File: src/rtl/plru_tree_manager.sv
// Per-set tree pseudo-LRU engine: owns NUM_WAYS-1 bits per set, updates on HIT/FILL, returns victims.
// Build option: define PLRU_INVALID_FIRST_EN to prefer the lowest-index invalid way on FILL/PEEK.
module plru_tree_manager #(
    parameter  int NUM_WAYS = 8,
    parameter  int NUM_SETS = 64,
    localparam int WAY_W    = $clog2(NUM_WAYS),
    localparam int SET_W    = $clog2(NUM_SETS),
    localparam int PLRU_W   = NUM_WAYS - 1
) (
    input  logic                clk,
    input  logic                rst_n,
    input  logic                req_valid,
    output logic                req_ready,
    input  logic [1:0]          req_op,
    input  logic [SET_W-1:0]    req_set,
    input  logic [WAY_W-1:0]    req_way,
    input  logic [NUM_WAYS-1:0] req_valid_mask,
    output logic                rsp_valid,
    output logic [WAY_W-1:0]    rsp_way,
    output logic [SET_W-1:0]    rsp_set,
    output logic                rsp_err,
    output logic                init_done
);
    localparam int STAGES = 1;

    typedef enum logic [1:0] {OP_HIT = 2'b00, OP_FILL = 2'b01, OP_PEEK = 2'b10, OP_RSV = 2'b11} op_e;
    typedef enum logic {ST_INIT, ST_RUN} state_e;

    typedef struct packed {
        op_e                 op;
        logic [SET_W-1:0]    set;
        logic [WAY_W-1:0]    way;
        logic [NUM_WAYS-1:0] mask;
    } req_t;

    // Heap-ordered tree: at level l the node on the path to w is (2^l-1) + (w >> (WAY_W-l)).
    function automatic logic [PLRU_W-1:0] tree_touch(input logic [PLRU_W-1:0] st,
                                                     input logic [WAY_W-1:0]  w);
        logic [PLRU_W-1:0] r;
        int idx, dir;
        r = st;
        for (int l = 0; l < WAY_W; l++) begin
            idx = (1 << l) - 1 + (int'(w) >> (WAY_W - l));
            dir = (int'(w) >> (WAY_W - 1 - l)) & 1;
            r   = (r & ~(PLRU_W'(1) << idx)) | (PLRU_W'(dir) << idx);
        end
        return r;
    endfunction

    function automatic logic [WAY_W-1:0] tree_victim(input logic [PLRU_W-1:0] st);
        int node;
        node = 0;
        for (int l = 0; l < WAY_W; l++)
            node = 2 * node + 1 + ((((st >> node) & PLRU_W'(1)) == '0) ? 1 : 0);
        return WAY_W'(node - PLRU_W);
    endfunction

`ifdef PLRU_INVALID_FIRST_EN
    function automatic logic [WAY_W-1:0] first_invalid(input logic [NUM_WAYS-1:0] m);
        logic [WAY_W-1:0] w;
        w = '0;
        for (int i = NUM_WAYS - 1; i >= 0; i--)
            if (((m >> i) & NUM_WAYS'(1)) == '0) w = WAY_W'(i);
        return w;
    endfunction
`endif

    logic [PLRU_W-1:0] mem [NUM_SETS];
    state_e            state_q, state_d;
    logic [SET_W-1:0]  sweep_q;
    logic [STAGES:0]   vld_pipe;
    logic              accept;
    req_t              req_in, s1_q;
    logic [PLRU_W-1:0] s1_st, nxt_st;
    logic [WAY_W-1:0]  victim, rsp_way_d;
    logic              wr_en, rsp_err_d;

    // Init sweep then run forever; only reset returns to INIT.
    always_ff @(posedge clk or negedge rst_n) begin
        if (!rst_n) begin
            state_q <= ST_INIT;
            sweep_q <= '0;
        end else begin
            state_q <= state_d;
            if (state_q == ST_INIT) sweep_q <= sweep_q + SET_W'(1);
        end
    end

    always_comb begin
        state_d   = state_q;
        init_done = 1'b0;
        case (state_q)
            ST_INIT: if (sweep_q == SET_W'(NUM_SETS - 1)) state_d = ST_RUN;
            ST_RUN:  init_done = 1'b1;
            default: state_d = ST_INIT;
        endcase
    end

    assign req_ready = init_done;
    assign accept    = req_valid && req_ready;
    assign rsp_valid = vld_pipe[STAGES];

    always_comb begin
        req_in.op   = op_e'(req_op);
        req_in.set  = req_set;
        req_in.way  = req_way;
        req_in.mask = req_valid_mask;
    end

    always_ff @(posedge clk or negedge rst_n) begin
        if (!rst_n) vld_pipe <= '0;
        else        vld_pipe <= {vld_pipe[STAGES-1:0], accept};
    end

    // S1: capture request and set state; forward S2's result when both target the same set.
    always_ff @(posedge clk) begin
        if (accept) begin
            s1_q  <= req_in;
            s1_st <= (vld_pipe[0] && (s1_q.set == req_set)) ? nxt_st : mem[req_set];
        end
    end

    // S2: victim, next state and response. Non-writing ops leave nxt_st equal to s1_st.
    always_comb begin
        victim = tree_victim(s1_st);
`ifdef PLRU_INVALID_FIRST_EN
        if (s1_q.mask != '1) victim = first_invalid(s1_q.mask);
`endif
        nxt_st    = s1_st;
        wr_en     = 1'b0;
        rsp_way_d = '0;
        rsp_err_d = 1'b0;
        case (s1_q.op)
            OP_HIT: begin
                nxt_st    = tree_touch(s1_st, s1_q.way);
                wr_en     = 1'b1;
                rsp_way_d = s1_q.way;
            end
            OP_FILL: begin
                nxt_st    = tree_touch(s1_st, victim);
                wr_en     = 1'b1;
                rsp_way_d = victim;
            end
            OP_PEEK: rsp_way_d = victim;
            default: rsp_err_d = 1'b1;
        endcase
    end

`ifndef PLRU_INVALID_FIRST_EN
    logic unused_mask;
    assign unused_mask = ^s1_q.mask;
`endif

    always_ff @(posedge clk) begin
        if (state_q == ST_INIT)         mem[sweep_q]  <= '0;
        else if (vld_pipe[0] && wr_en) mem[s1_q.set] <= nxt_st;
    end

    always_ff @(posedge clk or negedge rst_n) begin
        if (!rst_n) begin
            rsp_way <= '0;
            rsp_set <= '0;
            rsp_err <= 1'b0;
        end else if (vld_pipe[0]) begin
            rsp_way <= rsp_way_d;
            rsp_set <= s1_q.set;
            rsp_err <= rsp_err_d;
        end
    end

endmodule

File: config.mk
export PLATFORM = sky130hd
export DESIGN_NAME = plru_tree_manager
export DESIGN_NICKNAME = d
export VERILOG_FILES = /design/src/rtl/plru_tree_manager.sv
export SDC_FILE = /design/constraint.sdc
export NUM_CORES = 1
export LEC_CHECK = 0
export CORE_AREA = 5 5 171 255
export DETAILED_ROUTE_END_ITERATION = 6
export DIE_AREA = 0 0 176 260
export PLACE_DENSITY = 0.67
export SLEW_MARGIN = 20
export SYNTH_ARGS = -nofsm -noshare
export SYNTH_HDL_FRONTEND = slang
export SYNTH_SLANG_ARGS = --single-unit
export TNS_END_PERCENT = 20
File: constraint.sdc
create_clock -name clk -period 3.6 [get_ports clk]
set_input_delay 0.54 -clock clk [delete_from_list [all_inputs] [get_ports clk]]
set_output_delay 0.54 -clock clk [all_outputs]
set_load 0.03 [all_outputs]
==> impl_metrics.csv <==
group,metric,value,unit
yosys,synthAdderAreaFrac,0.756,%
cells_and_area,stdcell_count,1821,
yosys,ys_types,56,
run,cap_violations,0,
global_routing,grt_pass1_wl,66700,microns
global_routing,grt_max_degree,65,
worst_setup_path,critical_path.max_fanout,11,
die,fp-row-count,91,
worst_setup_path,path_common_cell,"nor2_1",
yosys,synth_mux_area_share,13.0,%
cts,clock_path_buffers,3,
power,ir_drop,0.507,mV
drt,drt-total-wl,43500,microns
drt,via_per_inst,5.76,
place,port_buffers,26,
die,core,0.0410,sq mm
worst_setup_path,crit_required,3870,ps
power,power_density,490,mW/mm^2
yosys,synth-seq-cells,485,
place,place_inst,1742,
place,post-dp-hpwl,28900,microns
power,power,11.2,mW
place,placed_area,0.0213,sq mm
cts,clockRootBuffer,"clkbuf_16",
sta,fin_crit,3080,ps
cts,clk_pin_slew,60,ps
drt,wl_per_cell,23.9,microns
cts,cts_hold_buf,0,
sta,skew,24.6,ps
sta,period_share,85.4,%
worst_setup_path,cp_cell_sequence,"inv_1 > ha_1 > nor2_1 > nor2_1 > nand2_1 > o21ai_0 > nand2_1 > nor2_1 > buf_4",
cells_and_area,nNetsFinal,1311,
global_routing,antenna_found_initial,0,
die,initial_core_util,48.4,%
die,die_w,176,microns
yosys,syn_inst,1169,
yosys,netlist_area,0.0198,sq mm
run_status,outcome,"finished clean",
sta,slew_headroom,27.6,%
cells_and_area,n_antenna_cell,0,
sta,max_freq,0.325,GHz
cells_and_area,final_util,55.6,%
place,gp_congestion,0.830,
worst_hold_path,hp-class,"input pin to flop",
yosys,ys_async_sr_fraction,3.92,%
worst_setup_path,slowest_stage,"nor2_1",
cells_and_area,final_cell_mix,"edfxtp_1 (466), mux2i_1 (170), buf_4 (85)",
yosys,synth-compound-area-share,5.96,%
drt,antenna_left,0,
worst_setup_path,critPathCaptureType,"flop",
sta,tightest_slew,1080,ps
cts,clock_sinks,485,
place,pre_cts_slack,535,ps
cts,htree_num_levels,2,
die,ios,35,
yosys,synth_xor_area_share,0.618,%
cts,clock_latency,570,ps
cells_and_area,drive_gt1_share,17.3,%
cells_and_area,layout_commonest_cell,"edfxtp_1",
cts,cts_tree,"yes",
sta,finalHoldViolCount,0,
sta,final-setup-viol-count,0,
yosys,synth_top_family_by_area,"multiplexers",
sta,tns,0,ps
power,leakagePower,6.94,nW
drt,dr.first_iter.drc_count,883,
yosys,yosys.area_share.simple,4.66,%
worst_setup_path,critical_path_class,"flop to flop",
yosys,synth_nets,1203,
sta,slew_violations,0,
drt,vias,10500,
yosys,synth-edff-count,466,
die,die-area,0.0458,sq mm
die,die_h,260,microns
sta,hold_ws,272,ps
worst_setup_path,arrival,3340,ps
cts,post_cts_resize_count,0,
sta,fin_ws,524,ps
yosys,yosys_warnings,0,
cells_and_area,syn2layout_area_growth,14.8,%
worst_setup_path,critPathMaxStageDelay,560,ps
yosys,syn_avg_cell_area,17.0,sq um
global_routing,overflow,0,
drt,drc_errors,0,
drt,dr.pass1.iters,5,
cells_and_area,final_area,0.0228,sq mm
sta,rsz0062_at_grt,"false",
cts,numCtsBuffers,44,
worst_setup_path,start_kind,"flop",
global_routing,first_global_vias,11000,
yosys,yosysSeqAreaShare,72.9,%
global_routing,grtUsageTotal,19.3,%
yosys,ys.flop_type,"edfxtp_1",
cts,post_cts_buffers,0,
critical path: cells and delay by family (launching register included):
kind	cells	cell delay (ps)
adders and majority gates	1	310
AOI/OAI and AO/OA	1	220
and+or+nand+nor	5	1520
buffers and inverters	2	320
DFF	1	420
where the power goes:
part | internal [mW] | switching (mW) | total [mW] | leakage [nW]
combinational | 0.107 | 0.171 | 0.278 | 2.68
clock | 2.80 | 1.99 | 4.79 | 0.727
sequential | 6.09 | 0 | 6.09 | 3.53
path summary, 6_finish.rpt:
| path | startpoint | endpoint | slack, ps | cells past startpoint |
|---|---|---|---|---|
| worst max register to register | s1_q[18] | mem[35][6] | 520 | 9 |
| max in group asynchronous | rst_n | sweep_q[3] | 2590 | 1 |
| worst min register to register | rsp_set[1] | rsp_set[1] | 510 | 1 |
| worst min-delay path | req_set[2] | s1_q[13] | 270 | 1 |
| worst max-delay path | s1_q[18] | mem[35][6] | 520 | 9 |
| min in group asynchronous | rst_n | vld_pipe[1] | 470 | 1 |
synthesized netlist by cell type (all sizes together), types with 7 or more instances:
| master | instances | area [sq um] |
|---|---|---|
| nand2b | 7 | 43.8 |
| mux4 | 32 | 724 |
| dfrtp | 19 | 475 |
| buf | 41 | 308 |
| xnor2 | 11 | 96.3 |
| o21ai | 20 | 100 |
| ha | 12 | 150 |
| a22o | 9 | 78.8 |
| mux2 | 13 | 146 |
| mux2i | 170 | 1700 |
| a221oi | 10 | 93.8 |
| inv | 13 | 48.8 |
| o22ai | 15 | 93.8 |
| a211oi | 9 | 67.6 |
| a22oi | 59 | 443 |
| nor2 | 77 | 289 |
| nand2 | 60 | 225 |
| clkbuf | 19 | 71.3 |
| nand3 | 24 | 120 |
| a21oi | 15 | 75.1 |
| nor2b | 15 | 93.8 |
| edfxtp | 466 | 14000 |
flip-flops by register name (all words and copies together), names as in the netlist:
signal and count:
mem 448, rsp_err 1, rsp_set 6, rsp_way 3, s1_q 11, s1_st 7
state_q 1, sweep_q 6, vld_pipe 2
per-layer routing:
metal / global-route usage [%] / part of all wire [%] / routed length [microns] / vias to the layer above
met2: 35.3 / 54 / 23400 / 268
met1: 22.8 / 37 / 16300 / 5320
met3: 2.34 / 4.0 / 1740 / 88
li1: - / - / - / 4817
met4: 8.71 / 4.7 / 2020 / 0
met5: 0 / 0 / 0 / -
logic make-up (layout without fill, tap and decap cells):
logic type	after synthesis	count (layout)
adders and majority gates	12	12
buffers and inverters	73	214
DFF	485	485
xor gates and xnor gates	14	14
AOI/OAI and AO/OA	165	165
and+or+nand+nor	205	205
muxes	215	215
layout make-up:
type,instances,area (sq um)
fillers,3164,18200
multi-input cells,611,5030
clock buffers,49,1140
well taps,511,639
inverters,13,48.8
flip-flops and latches,485,14500
repair buffers,122,1110
clock inverters,30,342
Power figures use the tool's default switching activity.
